**config.mk**
```make
export PLATFORM = sky130hd
export DESIGN_NAME = mux_cfg_seq_icc
export DESIGN_NICKNAME = d
export VERILOG_FILES = /design/src/rtl/mux_cfg_seq_icc.sv
export SDC_FILE = /design/constraint.sdc
export NUM_CORES = 1
export LEC_CHECK = 0
export CORE_MARGIN = 5
export CORE_UTILIZATION = 58
export DETAILED_ROUTE_END_ITERATION = 8
export DONT_BUFFER_PORTS = 1
export GPL_ROUTABILITY_DRIVEN = 0
export PLACE_DENSITY = 0.74
export SETUP_SLACK_MARGIN = 0.2
export SYNTH_ARGS = -nofsm -noshare
export SYNTH_HDL_FRONTEND = slang
export SYNTH_SLANG_ARGS = --single-unit
```
**constraint.sdc**
```tcl
create_clock -name clk -period 2.7 [get_ports clk]
set_input_delay 0.135 -clock clk [delete_from_list [all_inputs] [get_ports clk]]
set_output_delay 0.135 -clock clk [all_outputs]
set_load 0.01 [all_outputs]
```
**src/rtl/mux_cfg_seq_icc.sv**
```systemverilog
// mux_cfg_seq_icc
// Serial configuration loader for mux/sbox/clock-mux cells. A start pulse clears
// the configuration, NBITS data bits are shifted in MSB first, then one even-parity
// bit follows. A clean stream is committed to cbit/cbitb and program mode is
// released. A parity error parks the block in ERR with the cells held in program
// mode and a safe all-zero configuration.
// cbitb is kept as the exact complement of cbit on every cycle, because
// downstream cells resolve to X on any true/complement mismatch.
module mux_cfg_seq_icc #(
  parameter int unsigned NBITS = 48   // legal range 2..256
) (
  input  logic             clk,
  input  logic             rstb,
  input  logic             start,
  input  logic             abort,
  input  logic             sdata,
  input  logic             svalid,
  output logic             sready,
  output logic [NBITS-1:0] cbit,
  output logic [NBITS-1:0] cbitb,
  output logic             prog,
  output logic             busy,
  output logic             cfg_valid,
  output logic             err,
  output logic             done
);

  // Counter must reach NBITS (the parity-bit slot) without wrapping.
  localparam int unsigned   CW      = $clog2(NBITS + 2);
  localparam logic [CW-1:0] PAR_IDX = CW'(NBITS);
  localparam logic [CW-1:0] CNT_ONE = CW'(1);

  typedef enum logic [2:0] {
    ST_IDLE    = 3'd0,
    ST_CLEAR   = 3'd1,
    ST_LOAD    = 3'd2,
    ST_CHECK   = 3'd3,
    ST_COMMIT  = 3'd4,
    ST_RELEASE = 3'd5,
    ST_ERR     = 3'd6
  } state_t;

  state_t           state_q,     state_d;
  logic [CW-1:0]    cnt_q,       cnt_d;
  logic [NBITS-1:0] shreg_q,     shreg_d;
  logic             par_q,       par_d;
  logic [NBITS-1:0] cbit_q,      cbit_d;
  logic [NBITS-1:0] cbitb_q,     cbitb_d;
  logic             prog_q,      prog_d;
  logic             cfg_valid_q, cfg_valid_d;
  logic             err_q,       err_d;
  logic             done_q,      done_d;
  logic             sready_q,    sready_d;
  logic             busy_q,      busy_d;

  // Helper flags raised by the state decode, applied once after it.
  logic             drop_cfg;     // force program mode with the safe all-zero pattern
  logic             enter_clear;  // wipe load datapath and sticky error
  logic             bit_accept;

  // A bit moves only on the handshake; sready is registered and true only in LOAD.
  assign bit_accept = sready_q & svalid;

  // Next-state and next-output decode; all outputs come straight from flops.
  always_comb begin
    state_d     = state_q;
    cnt_d       = cnt_q;
    shreg_d     = shreg_q;
    par_d       = par_q;
    cbit_d      = cbit_q;
    cbitb_d     = cbitb_q;
    prog_d      = prog_q;
    cfg_valid_d = cfg_valid_q;
    err_d       = err_q;
    done_d      = 1'b0;
    drop_cfg    = 1'b0;
    enter_clear = 1'b0;

    case (state_q)
      ST_IDLE: begin
        // start together with abort is deliberately a no-op.
        if (start && !abort) begin
          state_d     = ST_CLEAR;
          drop_cfg    = 1'b1;
          enter_clear = 1'b1;
        end
      end

      ST_CLEAR: begin
        if (abort) begin
          state_d  = ST_IDLE;
          drop_cfg = 1'b1;
        end else begin
          state_d = ST_LOAD;
        end
      end

      ST_LOAD: begin
        // abort wins over a bit accepted in the same cycle.
        if (abort) begin
          state_d  = ST_IDLE;
          drop_cfg = 1'b1;
        end else if (bit_accept) begin
          par_d = par_q ^ sdata;
          if (cnt_q == PAR_IDX) begin
            // Parity bit only folds into the running XOR; it is never shifted.
            state_d = ST_CHECK;
          end else begin
            shreg_d = {shreg_q[NBITS-2:0], sdata};
            cnt_d   = cnt_q + CNT_ONE;
          end
        end
      end

      ST_CHECK: begin
        if (abort) begin
          state_d  = ST_IDLE;
          drop_cfg = 1'b1;
        end else if (!par_q) begin
          state_d = ST_COMMIT;
          cbit_d  = shreg_q;
          cbitb_d = ~shreg_q;
        end else begin
          state_d  = ST_ERR;
          err_d    = 1'b1;
          drop_cfg = 1'b1;
        end
      end

      // COMMIT and RELEASE cannot be interrupted once the pattern is on the cells.
      ST_COMMIT: begin
        state_d = ST_RELEASE;
      end

      ST_RELEASE: begin
        state_d     = ST_IDLE;
        prog_d      = 1'b0;
        cfg_valid_d = 1'b1;
        done_d      = 1'b1;
      end

      ST_ERR: begin
        // abort leaves err set so software can still see why the load failed.
        if (abort) begin
          state_d  = ST_IDLE;
          drop_cfg = 1'b1;
        end else if (start) begin
          state_d     = ST_CLEAR;
          drop_cfg    = 1'b1;
          enter_clear = 1'b1;
        end
      end

      default: begin
        state_d  = ST_IDLE;
        drop_cfg = 1'b1;
      end
    endcase

    if (drop_cfg) begin
      prog_d      = 1'b1;
      cbit_d      = '0;
      cbitb_d     = '1;
      cfg_valid_d = 1'b0;
    end

    if (enter_clear) begin
      cnt_d   = '0;
      shreg_d = '0;
      par_d   = 1'b0;
      err_d   = 1'b0;
    end

    sready_d = (state_d == ST_LOAD);
    busy_d   = (state_d != ST_IDLE);
  end

  // State and output registers; reset asserts asynchronously to a safe program-mode pattern.
  always_ff @(posedge clk or negedge rstb) begin
    if (!rstb) begin
      state_q     <= ST_IDLE;
      cnt_q       <= '0;
      shreg_q     <= '0;
      par_q       <= 1'b0;
      cbit_q      <= '0;
      cbitb_q     <= '1;
      prog_q      <= 1'b1;
      cfg_valid_q <= 1'b0;
      err_q       <= 1'b0;
      done_q      <= 1'b0;
      sready_q    <= 1'b0;
      busy_q      <= 1'b0;
    end else begin
      state_q     <= state_d;
      cnt_q       <= cnt_d;
      shreg_q     <= shreg_d;
      par_q       <= par_d;
      cbit_q      <= cbit_d;
      cbitb_q     <= cbitb_d;
      prog_q      <= prog_d;
      cfg_valid_q <= cfg_valid_d;
      err_q       <= err_d;
      done_q      <= done_d;
      sready_q    <= sready_d;
      busy_q      <= busy_d;
    end
  end

  assign sready    = sready_q;
  assign cbit      = cbit_q;
  assign cbitb     = cbitb_q;
  assign prog      = prog_q;
  assign busy      = busy_q;
  assign cfg_valid = cfg_valid_q;
  assign err       = err_q;
  assign done      = done_q;

endmodule
```
==> results by group <==
Floorplan
  – Die height: between 100 and 150 µm
  – Core area: ~11,000 µm²
  – Row count: 38
  – Initial cell density of the core: about three fifths
  – I/O Pins: 108
  – Total die area: about 13,000 µm²
  – Die width: ~120 µm

Clock network
  – Worst skew pair latency: about 530 ps
  – TritonCTS clock tree: done
  – CTS Sinks: 160
  – Post CTS Setup Buffer Count: 0
  – Hold buffer count at cts: 4
  – Root Buffer Master: clkbuf_8
  – Clk slew on worst S/H paths: ~60 ps
  – Total CTS buffers: 17
  – H-Tree Depth: 4
  – Maximum buffer depth of the clock tree: 2
  – Post-cts gate resize count: 0

Timing
  – Hold Violations, Final: between 150 and 200
  – Setup TNS: 0 ps
  – Worst-Margin Slew: a little over 1000 ps
  – Final setup vio count: 0
  – Tmin final: 2140 ps
  – RSZ-0062 raised after global routing: no
  – Clock Skews: between 4 and 5 ps
  – Max Clk Rate: between 400 and 500 MHz
  – Final-layout worst hold slack: -701 ps
  – Final slew viol count: 0
  – Tcrit/Tclk final: between 70% and 80%
  – Slew HR: 31.8%

Place
  – PortBufs: 0
  – Hpwl dp: approximately 8600 µm
  – Placed Area: between 6000 and 7000 µm²

Yosys
  – Share of synthesized flip-flops with an asynchronous set or reset: 100%
  – Syn Nets: 623
  – Synth cell count leaders: nand2_1, dfrtp_1, dfstp_2, nand3_1, a21oi_1
  – Mean cell area of the mapped netlist: ~10 µm²
  – Netlist cell types: 45
  – Yosys warnings: 0
  – Seq/Total Area, Yosys: 63.1%
  – Mapped Area: roughly 6400 µm²
  – Yosys reg bits: 160
  – Most common cell in the synthesized netlist: nand2_1
  – Post-synth top flop: dfrtp_1
  – Area share of the largest cell type after synthesis: 43.1%
  – Synth area leader: dfrtp_1
  – Synth top area cells: dfrtp_1, dfstp_2, nand2_1, o211ai_1, nand3_1
  – EDFF count, synth: 0
  – Post-Syn Instances: a little over 600

Setup path
  – CP max-delay cell: or3_4
  – CP Max Fanout: about 100
  – Reg2Reg Setup Slack: between 500 and 600 ps
  – WS Path Type: register to register
  – R2r startpoint: state_q[2]
  – Startpoint types: register
  – Crit end category: register
  – Critical path arrival: 2590 ps
  – Worst path cell trace: or2_1 > or3_4 > nand2_1 > a21oi_1
  – R2R depth: 4
  – Critical path required time: around 3200 ps
  – Reg2reg end: cbit[14]
  – Max incr delay on CP: about 820 ps

Cells and area
  – Proportion of layout cells with a drive suffix above 1: 16.0%
  – Fillers: slightly above 800
  – Area grow syn2layout: 10.1%
  – Ant diodes: 0
  – Area occupied by registers: slightly above 4000 µm²
  – Multi-input gate area: roughly 2100 µm²
  – Final instance area: approximately 7000 µm²
  – Net count, final: approximately 600

Power and ir drop
  – Static Leak: about 0.0033 µW
  – Maximum vdd drop: between 0.5 and 0.6 mV
  – Total Power: 6270 µW
  – Pwr/cell area: roughly 900 nW/µm²

Global route
  – Overflow after GRT: 0
  – Met1 Resource Use GR: 27.5%
  – Met3 Usage GRT: approximately 7%
  – Met2 Use GR: between 30% and 40%
  – Gr usage total: approximately 22%
  – Global routing's busiest layer: met2
  – Largest net degree at the start of global routing: 161
  – Global-route wire length before repair: 22,400 µm
  – Antenna violations before repair: 0
  – Vias in the first global route: 4,360

Drt
  – Routed len/inst: 18.4 µm
  – Routed WL: 13,900 µm
  – Via count: about 4,500
  – Via density: ~5.9
  – 1st-iter DRT viols: around 450
  – Final ANT Viol Nets: 0
  – Initial DRT Pass Iterations: 4
  – # DRC: 0

Min path
  – Hold/Removal Path Class: primary input to async pin

Run status
  – Failing checks: hold timing
  – Status: complete, but fails checks

Job
  – Max-cap violations: 0
## cells by family after synthesis
family | after synthesis | synth area share (%)
compound gates | 129 | 13.6
xor+xnor | 4 | 0.544
fa+ha+maj | 2 | 0.388
buf+inv | 52 | 4.41
flops | 160 | 63.1
mux | 1 | 0.155
simple gates | 267 | 17.8
## per-stage QoR
stage	std cells	util [%]	worst slack, ps
2_1_floorplan	615	-	995
3_3_place_gp	716	59.0	675
3_5_place_dp	716	59.0	586
4_1_cts	752	65.2	570
5_1_grt	752	65.2	378
6_report	752	65.2	556
## power breakdown
group          leakage (µW)  switching (µW)  total [µW]  internal (µW)
Sequential          0.00206             223        2880           2650
Combinational      0.000967             596         887            291
Clock              0.000311             911        2510           1600
Total               0.00334            1730        6270           4540
## sequential cells by signal, summed over array words and instances (netlist names), 3 cells and up
register / flops
cnt_q: 6
shreg_q: 48
cbitb: 48
cbit: 48
state_q: 3
## cell usage in the layout, fill, tap and decap left out, types with 3 or more instances in the layout
cell type / netlist / final
nand2_1: 191 / 191
clkbuf_8: 0 / 5
nand3_1: 42 / 41
dlygate4sd3_1: 0 / 4
a2bb2oi_1: 14 / 14
nor2_1: 12 / 12
clkinv_2: 0 / 4
o211ai_1: 35 / 35
a22o_1: 14 / 14
inv_1: 5 / 5
o21ai_0: 19 / 19
buf_4: 2 / 8
xnor2_1: 4 / 4
dfrtp_1: 111 / 111
bufinv_16: 0 / 4
dfstp_2: 49 / 49
clkbuf_16: 0 / 16
nor4_1: 3 / 3
a21oi_1: 37 / 37
## routing by layer
| metal | routed length (µm) | vias to the layer above |
|---|---|---|
| met4 | 370 | 0 |
| li1 | - | 2071 |
| met1 | 5660 | 2227 |
| met5 | 0 | - |
| met3 | 1030 | 29 |
| met2 | 6780 | 132 |
## worst max-delay path, delay by kind of cell (launching register included)
kind,cells,cell delay [ps]
AND/OR/NAND/NOR,3,1300
flip-flops,1,510
AO/OA/AOI/OAI,1,200
## final cells by class
type                       instances  share of cell area [%]
clock inverter                    10                    2.20
multi-input combinational        403                    29.7
sequential                       160                    57.3
clock buffer                      22                    6.67
inverter                           5                   0.265
tap                              140                    2.47
timing repair buffer              12                    1.41
## worst max-delay path by stage
stage | slack (ps) | to | depth (start not counted) | start
global route | 380 | cbit[16] | 4 | state_q[2]
finish | 560 | cbit[14] | 4 | state_q[2]
global placement | 680 | shreg_q[18] | 5 | cnt_q[0]
CTS | 570 | cbit[14] | 4 | state_q[2]
floorplan | 990 | busy | 6 | state_q[2]
detailed placement | 590 | cbit[14] | 4 | state_q[2]
(Power assumes the default switching activity.)
